**src/rtl/fpumul_pipe.sv**
```systemverilog
// Pipelined multiplier for the extended-exponent FP format with valid/ready handshake and tag side-band.
// Macros: FPUMUL_PIPE_FLUSH_EN adds the flush port; swapedge moves state updates from negedge to posedge clk.
`ifdef swapedge
  `define FPUMUL_PIPE_EDGE posedge
`else
  `define FPUMUL_PIPE_EDGE negedge
`endif

module fpumul_pipe #(
  parameter int EXP_W  = 9,
  parameter int MANT_W = 23,
  parameter int STAGES = 3,
  parameter int TAG_W  = 6
) (
  input  logic                    clk,
  input  logic                    rst,
  input  logic                    in_valid,
  output logic                    in_ready,
  input  logic [EXP_W+MANT_W:0]   A,
  input  logic [EXP_W+MANT_W:0]   B,
  input  logic                    copyA,
  input  logic [2:0]              rmode,
  input  logic [TAG_W-1:0]        in_tag,
  output logic                    out_valid,
  input  logic                    out_ready,
  output logic [EXP_W+MANT_W:0]   res,
  output logic [TAG_W-1:0]        out_tag,
  output logic [4:0]              flags
`ifdef FPUMUL_PIPE_FLUSH_EN
  ,
  input  logic                    flush
`endif
);

  localparam int W    = 1 + EXP_W + MANT_W;
  localparam int MW   = MANT_W + 1;
  localparam int PW   = 2 * MW;
  localparam int XW   = EXP_W + 2;
  localparam int MID  = STAGES - 2;
  localparam int LAST = STAGES - 2;
  localparam int NCH  = (MID > 0) ? MID : 1;
  localparam int CH   = (MW + NCH - 1) / NCH;
  localparam int BIAS = 2 ** (EXP_W - 1) - 1;

  localparam logic [EXP_W-1:0]  EC_ZERO  = {EXP_W{1'b0}};
  localparam logic [EXP_W-1:0]  EC_INF   = {{(EXP_W-1){1'b1}}, 1'b0};
  localparam logic [EXP_W-1:0]  EC_NAN   = {EXP_W{1'b1}};
  localparam logic [EXP_W-1:0]  EC_MAX   = {{(EXP_W-2){1'b1}}, 2'b01};
  localparam logic [MANT_W-1:0] NAN_MANT = {1'b1, {(MANT_W-2){1'b0}}, 1'b1};
  localparam logic [PW-1:0]     CH_MASK  = {PW{1'b1}} >> (PW - CH);

  typedef struct packed {
    logic              sign;
    logic [XW-1:0]     exp;
    logic [XW-1:0]     exp1;
    logic              special;
    logic [W-1:0]      sres;
    logic [4:0]        sflags;
    logic [2:0]        rm;
    logic [TAG_W-1:0]  tag;
    logic [MW-1:0]     ma;
    logic [MW-1:0]     mb;
    logic [PW-1:0]     acc;
  } stage_t;

  function automatic logic [W-1:0] pack_f(input logic s, input logic [EXP_W-1:0] e,
                                          input logic [MANT_W-1:0] m);
    return {e[EXP_W-1], s, e[EXP_W-2:0], m};
  endfunction

  stage_t              pipe_q [0:LAST];
  stage_t              pipe_d [0:LAST];
  logic                vld_q  [0:LAST];
  logic                out_valid_q;
  logic [W-1:0]        res_q, res_d;
  logic [4:0]          flags_q, flags_d;
  logic [TAG_W-1:0]    out_tag_q;
  logic                stall_s, flush_s, accept_s;
  stage_t              s1_d, fin_s;
  logic [EXP_W-1:0]    ea_s, eb_s;
  logic                za_s, zb_s, ia_s, ib_s, na_s, nb_s;
  logic [PW-1:0]       prod_n_s;
  logic signed [XW-1:0] e_n_s, e_f_s;
  logic [MANT_W-1:0]   mant_n_s;
  logic [MANT_W:0]     mant_r_s;
  logic                rbit_s, sticky_s, inc_s, inexact_s, sat_max_s;
  logic                unused_s;

`ifdef FPUMUL_PIPE_FLUSH_EN
  assign flush_s = flush;
`else
  assign flush_s = 1'b0;
`endif

  assign stall_s   = out_valid_q & ~out_ready;
  assign in_ready  = ~stall_s & ~flush_s;
  assign accept_s  = in_valid & in_ready;
  assign out_valid = out_valid_q;
  assign res       = res_q;
  assign flags     = flags_q;
  assign out_tag   = out_tag_q;

  // Stage 1: decode operands, classify specials, form both exponent candidates
  always_comb begin
    ea_s = {A[W-1], A[W-3:MANT_W]};
    eb_s = {B[W-1], B[W-3:MANT_W]};
    za_s = (ea_s == EC_ZERO);
    zb_s = (eb_s == EC_ZERO);
    ia_s = (ea_s == EC_INF);
    ib_s = (eb_s == EC_INF);
    na_s = (ea_s == EC_NAN);
    nb_s = (eb_s == EC_NAN);
    s1_d      = '0;
    s1_d.sign = A[W-2] ^ B[W-2];
    s1_d.exp  = XW'(ea_s) + XW'(eb_s) - XW'(BIAS);
    s1_d.exp1 = XW'(ea_s) + XW'(eb_s) - XW'(BIAS - 1);
    s1_d.rm   = rmode;
    s1_d.tag  = in_tag;
    s1_d.ma   = {1'b1, A[MANT_W-1:0]};
    s1_d.mb   = {1'b1, B[MANT_W-1:0]};
    if (MID == 0) begin
      s1_d.acc = PW'(s1_d.ma) * PW'(s1_d.mb);
    end else begin
      s1_d.acc = {PW{1'b0}};
    end
    if (copyA) begin
      s1_d.special = 1'b1;
      s1_d.sres    = A;
      s1_d.sflags  = 5'b00001;
    end else if ((za_s & ib_s) | (ia_s & zb_s)) begin
      s1_d.special = 1'b1;
      s1_d.sres    = pack_f(1'b0, EC_NAN, NAN_MANT);
      s1_d.sflags  = 5'b00010;
    end else if (na_s | nb_s) begin
      s1_d.special = 1'b1;
      s1_d.sres    = pack_f(1'b0, EC_NAN, NAN_MANT);
      s1_d.sflags  = 5'b00000;
    end else if (ia_s | ib_s) begin
      s1_d.special = 1'b1;
      s1_d.sres    = pack_f(s1_d.sign, EC_INF, {MANT_W{1'b0}});
      s1_d.sflags  = 5'b00000;
    end else if (za_s | zb_s) begin
      s1_d.special = 1'b1;
      s1_d.sres    = pack_f(s1_d.sign, EC_ZERO, {MANT_W{1'b0}});
      s1_d.sflags  = 5'b00000;
    end else begin
      s1_d.special = 1'b0;
      s1_d.sres    = {W{1'b0}};
      s1_d.sflags  = 5'b00000;
    end
  end

  // Middle stages: each adds one CH-bit slice of mb times ma into the running product
  always_comb begin
    pipe_d[0] = s1_d;
    for (int i = 1; i <= LAST; i++) begin
      pipe_d[i]     = pipe_q[i-1];
      pipe_d[i].acc = pipe_q[i-1].acc +
                      ((PW'(pipe_q[i-1].ma) * ((PW'(pipe_q[i-1].mb) >> ((i-1) * CH)) & CH_MASK))
                       << ((i-1) * CH));
    end
  end

  // Final stage: normalise, round, then saturate on overflow or flush to zero on underflow
  always_comb begin
    fin_s     = pipe_q[LAST];
    prod_n_s  = fin_s.acc[PW-1] ? fin_s.acc : (fin_s.acc << 1);
    e_n_s     = fin_s.acc[PW-1] ? $signed(fin_s.exp1) : $signed(fin_s.exp);
    mant_n_s  = prod_n_s[PW-2 -: MANT_W];
    rbit_s    = prod_n_s[MANT_W];
    sticky_s  = |prod_n_s[MANT_W-1:0];
    inexact_s = rbit_s | sticky_s;
    case (fin_s.rm)
      3'd0:    inc_s = 1'b0;
      3'd1:    inc_s = rbit_s;
      3'd3:    inc_s = ~fin_s.sign & inexact_s;
      3'd4:    inc_s = fin_s.sign & inexact_s;
      default: inc_s = rbit_s & (sticky_s | mant_n_s[0]);
    endcase
    mant_r_s  = {1'b0, mant_n_s} + {{MANT_W{1'b0}}, inc_s};
    e_f_s     = e_n_s + $signed({{(XW-1){1'b0}}, mant_r_s[MANT_W]});
    sat_max_s = (fin_s.rm == 3'd0) | ((fin_s.rm == 3'd3) & fin_s.sign) |
                ((fin_s.rm == 3'd4) & ~fin_s.sign);
    if (fin_s.special) begin
      res_d   = fin_s.sres;
      flags_d = fin_s.sflags;
    end else if (e_f_s >= $signed({2'b00, EC_INF})) begin
      if (sat_max_s) begin
        res_d = pack_f(fin_s.sign, EC_MAX, {MANT_W{1'b1}});
      end else begin
        res_d = pack_f(fin_s.sign, EC_INF, {MANT_W{1'b0}});
      end
      flags_d = 5'b10100;
    end else if (e_f_s <= $signed({XW{1'b0}})) begin
      res_d   = pack_f(fin_s.sign, EC_ZERO, {MANT_W{1'b0}});
      flags_d = 5'b11000;
    end else begin
      res_d   = pack_f(fin_s.sign, e_f_s[EXP_W-1:0], mant_r_s[MANT_W-1:0]);
      flags_d = {inexact_s, 4'b0000};
    end
  end

  assign unused_s = ^{fin_s.ma, fin_s.mb, prod_n_s[PW-1]};

  // Pipeline and output registers; a stall freezes everything, flush drops all valid bits
  always_ff @(`FPUMUL_PIPE_EDGE clk or posedge rst) begin
    if (rst) begin
      for (int i = 0; i <= LAST; i++) begin
        pipe_q[i] <= '0;
        vld_q[i]  <= 1'b0;
      end
      out_valid_q <= 1'b0;
      res_q       <= {W{1'b0}};
      flags_q     <= 5'b00000;
      out_tag_q   <= {TAG_W{1'b0}};
    end else if (flush_s) begin
      for (int i = 0; i <= LAST; i++) begin
        vld_q[i] <= 1'b0;
      end
      out_valid_q <= 1'b0;
    end else if (!stall_s) begin
      vld_q[0]  <= accept_s;
      pipe_q[0] <= pipe_d[0];
      for (int i = 1; i <= LAST; i++) begin
        vld_q[i]  <= vld_q[i-1];
        pipe_q[i] <= pipe_d[i];
      end
      out_valid_q <= vld_q[LAST];
      if (vld_q[LAST]) begin
        res_q     <= res_d;
        flags_q   <= flags_d;
        out_tag_q <= fin_s.tag;
      end
    end
  end

endmodule

`undef FPUMUL_PIPE_EDGE

```
**config.mk**
```make
export PLATFORM = sky130hd
export DESIGN_NAME = fpumul_pipe
export DESIGN_NICKNAME = d
export VERILOG_FILES = /design/src/rtl/fpumul_pipe.sv
export SDC_FILE = /design/constraint.sdc
export NUM_CORES = 2
export LEC_CHECK = 0
export ABC_CLOCK_PERIOD_IN_PS = 12700
export CORE_ASPECT_RATIO = 1.5
export CORE_MARGIN = 2
export CORE_UTILIZATION = 50
export DETAILED_ROUTE_END_ITERATION = 12
export PLACE_DENSITY = 0.64
export SLEW_MARGIN = 20
export SYNTH_ARGS = -nofsm -noshare
export SYNTH_HDL_FRONTEND = slang
export SYNTH_SLANG_ARGS = --single-unit
export TNS_END_PERCENT = 1
```
**constraint.sdc**
```tcl
create_clock -name clk -period 12.7 [get_ports clk]
set_clock_uncertainty 0.2 [all_clocks]
set_input_delay 1.905 -clock clk [delete_from_list [all_inputs] [get_ports clk]]
set_output_delay 1.905 -clock clk [all_outputs]
set_load 0.01 [all_outputs]
```
## Yosys cells after proc, flatten, opt, wreduce, memory -nomap -nowiden

Cells that the tools add are included.

| word-level totals | value |
|---|---|
| flip-flop bits (word level) | 285 |
| logic and storage cells | 81 |

| operators by class | value |
|---|---|
| $add $sub $neg | 5 |
| multiply operators | 1 |
| $lt $le $gt $ge | 2 |
| equality and inequality tests | 7 |
| multiplexer cells | 15 |
| bitwise logic cells | 21 |
| reductions and logical operators | 5 |

Operator list:

| operator | number |
|---|---|
| $mux 39 | 5 |
| $mux 33 | 3 |
| $mul 24x24->48 | 1 |
| $mux 47 | 1 |
| $eq 9x9->1 const B | 4 |
| $mux 25 | 1 |
| $add 23x1->24 | 1 |
| $reduce_or 23->1 | 1 |
| $logic_not 9->1 | 2 |
| $mux 5 | 3 |
| $add 11x2->11 | 1 |
| $ge 11x10->1 const B | 1 |
| $le 11x1->1 const B | 1 |
| $mux 11 | 1 |
| $sub 10x8->11 const B | 1 |
| $sub 11x8->11 const B | 1 |
| $add 9x9->10 | 1 |
| $and 1x1->1 | 9 |
| $or 1x1->1 | 8 |
| $pmux 1 s4 | 1 |
| $eq 3x1->1 const B | 1 |
| $eq 3x2->1 const B | 1 |
| $eq 3x3->1 const B | 1 |
| $logic_not 3->1 | 1 |
| other kinds (3) | 5 |

## Depth between registers and ports, before layout

| depth | value |
|---|---|
| word-level depth | 11 |
| gate-level depth with buffers | 26 |
| depth with buffers taken out | 24 |

==> impl_metrics.toml <==
[synthesis]
post_synth_simple_gate_area_pct = 20.9
share_of_the_synthesized_area_in_compound_gates_ao_oa_aoi_oai_pct = 7.37
avgSynthCellArea_um2 = 8.81
synth.largest_area_cell = "fa_1"
ys_seq_elements = 278
synthArstFlopShare_pct = 100
synth.area.mux_share_pct = 1.15
yosys_warnings = 0
synth.yosys.seq_area_share_pct = 21.7
syn-cell-area_um2 = 32100
syn-instance-count = 3645
postSynth.topFlopCell = "dfrtn_1"
synthDistinctLibCells = 83
synth_top_family_by_area = "adder cells"
synth_enable_flop_cells = 0
synthesis.nets = 4398
synth.most_common_cell = "nand2_1"
netlist_top_cells_area = "fa_1, dfrtn_1, nand2_1, ha_1, inv_1"
synth_top_cell_area_share_pct = 30.1
post_synth_most_frequent_cells = "nand2_1, inv_1, fa_1"
synth-adder-area-share_pct = 37.5
synthXorXnorAreaFrac_pct = 2.48

[placement]
gp_routability_congestion = 0.863
port-buffer-count = 125
post_place_cells = 4419
hpwlAfterDp_um = 64000
post_place_cell_area_um2 = 34000

[cells_and_area]
final_layout_size_suffix_gt1_share_pct = 4.19
postLayoutCellArea_um2 = 35200
num-nets-final = 4402
multi_input_area_um2 = 22300
fill_cells = 5831
area.sequential_um2 = 6960
number_of_standard_cells_in_the_layout_taps_in_and_fillers_out = 4479
syn_to_final_growth_pct = 9.56

[grt]
grt_overflow_total = 0
pin_count_of_the_biggest_net_entering_global_routing = 174
grt_antenna_before_repair = 4
grt_first_pass_wirelength_um = 142000
globalRouteTotalUtil_pct = 27.5
first_global_vias = 26000

[clock_tree]
worstSkewPairLatency_ps = 570
cts.repair_timing.setup_buffer_count = 0
post_cts_hold_buffer_count = 0
cts-root-to-sink-buffers = 3
numClockSinks = 278
cts_tree = "built"
cts-buffers-inserted = 30
post_cts_resized = 0
cts_htree_levels = 1
cts_root_buffer = "clkbuf_16"
cts.reportedPaths.clkPinSlew_ps = 50

[drt]
drt-initial-drc-count = 1502
detailedRoute.firstPassIterationCount = 6
drt-total-wl_um = 87200
drcViolationCount = 0
drt-vias-per-instance = 5.46
drt.antenna.violating_nets = 0
routed_wire_per_std_cell_um = 19.5
vias = 24400

[critical_path]
timing.critical_path.to_type = "output port"
critPathMaxFanout = 164
worst-endpoint-required_ps = 10600
timing.critical_path.max_delay_family = "buffers and inverters"
reg2reg_to = "fin_s[45]"
cp.arrival_ps = 9180
critical_path.slowest_cell = "clkdlybuf4s50_1"
setup.reg_to_reg.worst_slack_ps = 4050
worstSetupPathDepth = 4
worst-r2r-cell-count = 22
critical_path.startpoint = "out_valid"
crit-reg2reg-launch = "pipe_d[52]"
worst-setup-path-type = "reg2out"
critical_path_buf_inv_count = 3
setup.worst_path.end = "in_ready"
critical_path.cell_chain = "nor2b_4 > inv_8 > buf_12 > clkdlybuf4s50_1"
startpoint_type = "flop"
critPathMaxStageDelay_ps = 670

[floorplan]
die-height_um = 314
start_util_pct = 50.6
floorplan.rows = 113
die_area_um2 = 66300
ios = 126
core-area_um2 = 63500
chipWidth_um = 211

[timing]
rsz0062_at_grt = "false"
report.final.slew_viol_count = 0
count_of_endpoints_failing_setup_in_the_final_report = 0
worst-slew-pin-transition_ps = 1200
fin_worst_hold_slack_ps = 207
slew-limit-headroom_pct = 19.8
fin_setup_tns_ps = 0
finalHoldViolCount = 0

[worst_hold_path]
worstHoldStart = "fin_s[115]"
hp-class = "reg2reg"

[job]
cap_viol_max_count = 0

[outcome]
run_status = "completed"
tightest hold or removal path: stages, from the launching register on:
cell     delay, ps
dfrtn_1        400
nand2_1         50
nand2_1         50
worst min path at each step:
stage | to | slack (ps) | cells past startpoint
CTS | fin_s[115] | 210 | 2
global placement | fin_s[116] | 200 | 2
detailed placement | fin_s[115] | 210 | 2
finish | fin_s[115] | 210 | 2
global route | fin_s[126] | 230 | 2
floorplan | fin_s[134] | 190 | 2
cells in the final DEF (no fill, tap or decap), drive strengths merged, types with 11 or more instances in the layout:
cell / n
clkbuf: 36
and3: 18
clkdlybuf4s50: 125
mux2i: 29
nor2: 86
a21o: 33
nor3: 20
nand4: 20
a31oi: 11
a22oi: 27
nor4: 15
o211ai: 14
a21oi: 90
dfrtn: 278
xor2: 44
buf: 53
nand2: 898
o21ai: 94
and2: 292
ha: 190
xnor2: 47
nand3: 57
inv: 546
a211oi: 13
fa: 483
per-layer routing:
| layer | vias up | GRT usage [%] | wire (um) |
|---|---|---|---|
| met5 | - | 0 | 42 |
| met4 | 6 | 10.3 | 3780 |
| met3 | 198 | 3.20 | 4690 |
| met2 | 681 | 48.7 | 44300 |
| met1 | 12300 | 34.4 | 34400 |
| li1 | 11200 | - | - |
flip-flops by register name, summed over array words and instances (netlist names):
name       count
res           33
fin_s        116
pipe_d       115
out_tag        6
out_valid      1
vld_q          2
flags          5
kinds of logic (layout without fill, tap and decap cells):
logic type,after synthesis,in the layout
buffers and inverters,750,778
adder cells (fa/ha/maj),673,673
AND/OR/NAND/NOR,1463,1463
flip-flops,278,278
AO/OA/AOI/OAI,354,354
multiplexers,36,36
XOR/XNOR,91,91
other,0,1
metrics by stage:
stage | util (%) | setup WS, ps
after global placement | 53.6 | 963
final | 55.4 | 1410
after detailed placement | 53.6 | 961
after global routing | 55.4 | 1260
after CTS | 55.3 | 1420
after floorplan | - | 720
layout make-up:
cell class / count / area share [%]
multi-input cells: 2617 / 63.4
clock inverters: 20 / 0.757
flip-flops and latches: 278 / 19.8
clock buffers: 36 / 2.37
diodes: 1 / 0.00711
well taps: 805 / 2.86
inverters: 544 / 5.83
repair buffers: 178 / 5.00
Power is not shown: default switching activity piles up to over one toggle a cycle in this logic, so the estimate is an artifact.
